## src/rtl/instr_fetch_if.sv

```systemverilog
// Instruction memory bus between the fetch stage and the instruction memory.
// The fetch stage drives the request and address; the memory answers with
// ready and the instruction word in the same cycle it has data.
interface instr_fetch_if;
    logic        mem_rd;
    logic [15:0] mem_addr;
    logic        mem_rdy;
    logic [15:0] mem_data;

    modport master (
        output mem_rd,
        output mem_addr,
        input  mem_rdy,
        input  mem_data
    );

    modport slave (
        input  mem_rd,
        input  mem_addr,
        output mem_rdy,
        output mem_data
    );
endinterface

```

## src/rtl/instr_fetch.sv

```systemverilog
// Instruction fetch stage of the 16-bit pipeline.
// Owns the PC, reads one word at a time from a variable-latency memory,
// presents it to decode until decode accepts it, then advances by 2.
// Redirects reload the PC; a HALT opcode, a memory timeout or a misaligned
// redirect target stop fetching until reset.
module instr_fetch #(
    parameter logic [15:0] PC_RESET = 16'h0000,
    parameter int          TO_BITS  = 4
) (
    input  logic               clk,
    input  logic               rst,
    instr_fetch_if.master      mem,
    input  logic               stall,
    input  logic               redirect,
    input  logic [15:0]        redirect_pc,
    output logic [15:0]        instr,
    output logic               instr_valid,
    output logic [15:0]        pc_plus2,
    output logic [2:0]         pc_top,
    output logic               halted,
    output logic               err
);

    typedef enum logic [1:0] {
        S_FETCH  = 2'd0,
        S_HOLD   = 2'd1,
        S_HALTED = 2'd2
    } state_t;

    // The wait counter gives up on the edge where it would reach its maximum,
    // so the request is visible for exactly 2**TO_BITS-1 cycles.
    localparam logic [TO_BITS-1:0] WAIT_LIMIT = ~(TO_BITS'(1));

    state_t               state_q;
    logic [15:0]          pc_q;
    logic [15:0]          pc_d;
    logic [15:0]          instr_q;
    logic                 valid_q;
    logic                 mem_rd_q;
    logic                 halted_q;
    logic                 err_q;
    logic [TO_BITS-1:0]   wait_q;
    logic                 isHalt;

    assign pc_d   = pc_q + 16'd2;
    assign isHalt = (instr_q[15:11] == 5'b00000);

    // Fetch sequencer: redirect beats stall, memory ready and timeout;
    // the halted state is left only through reset.
    always_ff @(posedge clk) begin
        if (rst) begin
            state_q  <= S_FETCH;
            pc_q     <= PC_RESET;
            instr_q  <= 16'h0000;
            valid_q  <= 1'b0;
            mem_rd_q <= 1'b1;
            halted_q <= 1'b0;
            err_q    <= 1'b0;
            wait_q   <= '0;
        end else if (state_q != S_HALTED && redirect) begin
            valid_q <= 1'b0;
            wait_q  <= '0;
            if (redirect_pc[0]) begin
                err_q    <= 1'b1;
                state_q  <= S_HALTED;
                mem_rd_q <= 1'b0;
            end else begin
                pc_q     <= redirect_pc;
                state_q  <= S_FETCH;
                mem_rd_q <= 1'b1;
            end
        end else begin
            case (state_q)
                S_FETCH: begin
                    if (mem.mem_rdy) begin
                        instr_q  <= mem.mem_data;
                        wait_q   <= '0;
                        state_q  <= S_HOLD;
                        mem_rd_q <= 1'b0;
                        valid_q  <= 1'b1;
                    end else if (wait_q == WAIT_LIMIT) begin
                        err_q    <= 1'b1;
                        wait_q   <= '0;
                        state_q  <= S_HALTED;
                        mem_rd_q <= 1'b0;
                    end else begin
                        wait_q <= wait_q + TO_BITS'(1);
                    end
                end
                S_HOLD: begin
                    if (!stall) begin
                        valid_q <= 1'b0;
                        if (isHalt) begin
                            halted_q <= 1'b1;
                            state_q  <= S_HALTED;
                            mem_rd_q <= 1'b0;
                        end else begin
                            pc_q     <= pc_d;
                            state_q  <= S_FETCH;
                            mem_rd_q <= 1'b1;
                        end
                    end
                end
                S_HALTED: begin
                    mem_rd_q <= 1'b0;
                    valid_q  <= 1'b0;
                end
                default: begin
                    state_q  <= S_HALTED;
                    mem_rd_q <= 1'b0;
                    valid_q  <= 1'b0;
                end
            endcase
        end
    end

    assign mem.mem_rd   = mem_rd_q;
    assign mem.mem_addr = pc_q;
    assign instr        = instr_q;
    assign instr_valid  = valid_q;
    assign pc_plus2     = pc_d;
    assign pc_top       = pc_q[15:13];
    assign halted       = halted_q;
    assign err          = err_q;

endmodule

```

## src/flat_wrapper.sv

```systemverilog
// flat-port wrapper written by rule: the top's interface ports become plain ports
module instr_fetch_flat 
#(
    parameter logic [15:0] PC_RESET = 16'h0000,
    parameter int          TO_BITS  = 4
)
  (clk, rst, stall, redirect, redirect_pc, instr, instr_valid, pc_plus2, pc_top, halted, err, mem_mem_rd, mem_mem_addr, mem_mem_rdy, mem_mem_data);
  instr_fetch_if mem_i ();
  input  logic clk;
  input  logic rst;
  input  logic stall;
  input  logic redirect;
  input  logic [15:0] redirect_pc;
  output logic [15:0] instr;
  output logic instr_valid;
  output logic [15:0] pc_plus2;
  output logic [2:0] pc_top;
  output logic halted;
  output logic err;
  output wire logic [$bits(mem_i.mem_rd)-1:0] mem_mem_rd;
  output wire logic [$bits(mem_i.mem_addr)-1:0] mem_mem_addr;
  input wire logic [$bits(mem_i.mem_rdy)-1:0] mem_mem_rdy;
  input wire logic [$bits(mem_i.mem_data)-1:0] mem_mem_data;
  assign mem_mem_rd = mem_i.mem_rd;
  assign mem_mem_addr = mem_i.mem_addr;
  assign mem_i.mem_rdy = mem_mem_rdy;
  assign mem_i.mem_data = mem_mem_data;
  instr_fetch #(.PC_RESET(PC_RESET), .TO_BITS(TO_BITS)) u_core (.clk(clk), .rst(rst), .mem(mem_i), .stall(stall), .redirect(redirect), .redirect_pc(redirect_pc), .instr(instr), .instr_valid(instr_valid), .pc_plus2(pc_plus2), .pc_top(pc_top), .halted(halted), .err(err));
endmodule
```

## config.mk

```make
export PLATFORM = sky130hd
export DESIGN_NAME = instr_fetch_flat
export DESIGN_NICKNAME = d
export VERILOG_FILES = /design/src/rtl/instr_fetch_if.sv /design/src/rtl/instr_fetch.sv /design/src/flat_wrapper.sv
export SDC_FILE = /design/constraint.sdc
export NUM_CORES = 1
export LEC_CHECK = 0
export CAP_MARGIN = 20
export CELL_PAD_IN_SITES_DETAIL_PLACEMENT = 0
export CELL_PAD_IN_SITES_GLOBAL_PLACEMENT = 1
export CORE_MARGIN = 8
export CORE_UTILIZATION = 27
export DETAILED_ROUTE_END_ITERATION = 10
export HOLD_SLACK_MARGIN = 0.02
export PLACE_DENSITY_LB_ADDON = 0.1
export SYNTH_ARGS = -nofsm -noshare
export SYNTH_HDL_FRONTEND = slang
export SYNTH_SLANG_ARGS = --single-unit
```

## constraint.sdc

```tcl
create_clock -name clk -period 1.8 [get_ports clk]
set_input_delay 0.36 -clock clk [delete_from_list [all_inputs] [get_ports clk]]
set_output_delay 0.36 -clock clk [all_outputs]
set_load 0.02 [all_outputs]
```

==> results.cfg <==
[outcome]
status = finished, violations left
violations = setup timing

[sta]
min_period_over_period_pct = 116
rsz0062_at_grt = true
setup_ws_ps = -287
setup_viol = 17
fmax_ghz = 0.479
fin_skew_ps = 6.63
slew_viol_final = 0
hold_viol_final = 0
fin_crit_ps = 2090

[route]
via_per_inst = 4.82
route.detailed.drc = 0
drtAntennaViolNets = 0
drtIter0Drc = 119
routed-via-count = 2639
drtPass1Iterations = 4
drt_wl_total_um = 8590
routedWlPerCell_um = 15.7

[synthesis]
yosysSeqAreaShare_pct = 36.6
synth_xor_area_share_pct = 4.69
synth_seq_cells = 41
synth_area_per_cell_um2 = 7.95
netlist_top_cells_area = dfxtp_1 (37%), nand2_1 (8.2%), a21oi_1 (6.7%)
synthesis.area_um2 = 2240
synth_warnings = 0
synth_adder_area_share_pct = 1.68
synth_top_family_by_area = simple AND/OR/NAND/NOR gates
synthCells = 282
synth-simple-area-share_pct = 25.2
post-synth-top-area-fraction_pct = 36.6
synth_mux_area_share_pct = 0.949
synth-compound-area-share_pct = 23.7
yosys.area.top_type = dfxtp_1
ys.flop_type = dfxtp_1
synth_edf_count = 0
yosysUniqueCellTypes = 49
synth-async-reset-ratio_pct = 0

[floorplanning]
die_x_um = 107
start_util_pct = 27.5
dieArea_um2 = 11500
ioPinCount = 92
std_cell_rows = 33
die_h_um = 107
core_area_um2 = 8130

[grt]
grt_use_total_pct = 14.8
grt_pass1_vias = 2769
grt_overflow = 0
grt_first_pass_wirelength_um = 13800
antenna_found_initial = 0
grt_max_degree = 24

[final_layout]
n_antenna_cell = 0
fin_nets = 481
fin_area_um2 = 4210
syn_to_final_growth_pct = 88.0
drive_gt1_share_pct = 35.3
mostFrequentLayoutCells = buf_4 (85), clkdlybuf4s50_1 (61), nand2_1 (49), a21oi_1 (30), dfxtp_1 (28)
n_fill_cell = 801
postLayoutCoreUtil_pct = 51.8
final_common_cell = buf_4

[critical_path]
worstSetupEndpoint = pc_plus2[13]
crit_chain = ha_4 -> nand3_4 -> or4_4 -> xnor2_4 -> buf_6
cp-end-kind = output pin
r2r-start = u_core.mem.mem_addr[2]$_SDFFE_PP0P_
path_max_fanout = 4
critPathKind = flip-flop to output pin
r2r_cells = 7
path_buf_inv = 1
cp.arrival_ps = 1730
required_ps = 1440
cp-start-kind = flip-flop
cp_top_family = simple AND/OR/NAND/NOR gates
critPathSlowestCell = or4_4
slowest_delay_ps = 560
crit_path_start = u_core.mem.mem_addr[2]$_SDFFE_PP0P_
r2r_end = u_core.mem.mem_addr[13]$_SDFFE_PP0P_
cp.depth = 5
rrSetupSlack_ps = -70

[clocking]
h-tree-depth = 2
numCtsBuffers = 5
cts-hold-fix-buffers = 0
clkLatencyLatePin_ps = 300
cts_tree = done
cts_buffer_depth = 2
cts_root_buffer = clkbuf_8
cts.sinks = 41
clk_pin_slew_ps = 80

[placed_design]
placed_cell_area_um2 = 3790
gp_congestion = 0.784
hpwl_um = 6400
io_buffers = 89

[worst_hold_path]
hp-class = flip-flop to flip-flop

[pwr]
p_leak_nw = 1.88
ir_drop_mv = 0.288
finalPower_mw = 2.42
power.density_nw_per_um2 = 575

[job]
drv_cap = 0
==> stage by stage <==
stage	setup WS, ps	std cells	setup TNS (ps)	hold slack, ps
floorplan	-37.6	283	-44.2	486
global placement	-508	525	-9220	441
detailed placement	-523	525	-9620	446
CTS	-318	543	-2360	458
global route	-358	547	-3350	477
finish	-287	547	-2040	454
==> flip-flops by register name (all words and copies together) (netlist names) <==
signal and count:
u_core.state_q 2, u_core.mem.mem_addr 15, u_core.err 1, u_core.wait_q 4, u_core.instr 16, u_core.mem.mem_rd 1, u_core.instr_valid 1, u_core.halted 1
==> Yosys cell counts (all sizes together), types with 5 or more instances <==
master	instances
a21oi	30
a22oi	7
buf	9
clkbuf	16
dfxtp	41
inv	9
nand2	49
nand3	9
nor2	11
nor2b	5
nor3	9
nor4	5
o2111a	5
o21ai	5
o32ai	7
xnor2	7
xor2	5
==> layout make-up <==
type | count | area, µm² | share of cell area, %
clock buffers | 6 | 72.6 | 1.72
well taps | 105 | 131 | 3.12
multi-input cells | 209 | 1520 | 36.0
inverters | 9 | 33.8 | 0.802
repair buffers | 175 | 1580 | 37.4
clock inverters | 2 | 33.8 | 0.802
flip-flops and latches | 41 | 847 | 20.1
==> power breakdown <==
group / leakage, nW / internal (mW) / switching [mW] / total, mW
sequential: 0.341 / 0.951 / 0.0329 / 0.984
clock: 0.0528 / 0.410 / 0.331 / 0.741
combinational: 1.48 / 0.356 / 0.342 / 0.697
total: 1.88 / 1.72 / 0.705 / 2.42
==> metal layers <==
metal  track usage (%)  vias to the layer above  wire (µm)
li1                  -                     1333          -
met1              17.6                     1216       3760
met2              24.5                       86       4000
met3              5.76                        4        776
met4              3.02                        0         49
met5                 0                        -          0
==> logic make-up after synthesis <==
kind of cell	after synthesis
muxes	2
xor gates and xnor gates	12
AOI/OAI and AO/OA	76
buffers and inverters	34
adders and majority gates	3
and+or+nand+nor	113
DFF	41
other	1
==> worst min-delay path by stage <==
stage | start | to | slack (ps) | cells past startpoint
floorplan | u_core.wait_q[3]$_SDFFE_PP0N_ | u_core.wait_q[3]$_SDFFE_PP0N_ | 490 | 2
detailed placement | u_core.instr[8]$_SDFFE_PP0P_ | u_core.instr[8]$_SDFFE_PP0P_ | 450 | 2
global placement | u_core.instr[1]$_SDFFE_PP0P_ | u_core.instr[1]$_SDFFE_PP0P_ | 440 | 2
finish | u_core.instr[4]$_SDFFE_PP0P_ | u_core.instr[4]$_SDFFE_PP0P_ | 450 | 2
global route | u_core.instr[1]$_SDFFE_PP0P_ | u_core.instr[1]$_SDFFE_PP0P_ | 480 | 2
CTS | u_core.instr[8]$_SDFFE_PP0P_ | u_core.instr[8]$_SDFFE_PP0P_ | 460 | 2
==> timing repair <==
action,CTS,global route
buffers inserted,9,4
resized for setup,102,31
hold endpoints to repair,0,0
gates cloned,1,0
pin swaps,16,12
setup endpoints to repair,29,34
==> worst reg2reg max path, delay by kind of cell, from the launching register on <==
kind                     cells  cell delay, ps
flip-flops                   1             370
AO/OA/AOI/OAI                2             370
buffers and inverters        2             260
adder cells (fa/ha/maj)      1             140
AND/OR/NAND/NOR              2             640
No activity file was read; power rests on OpenSTA's default activity.
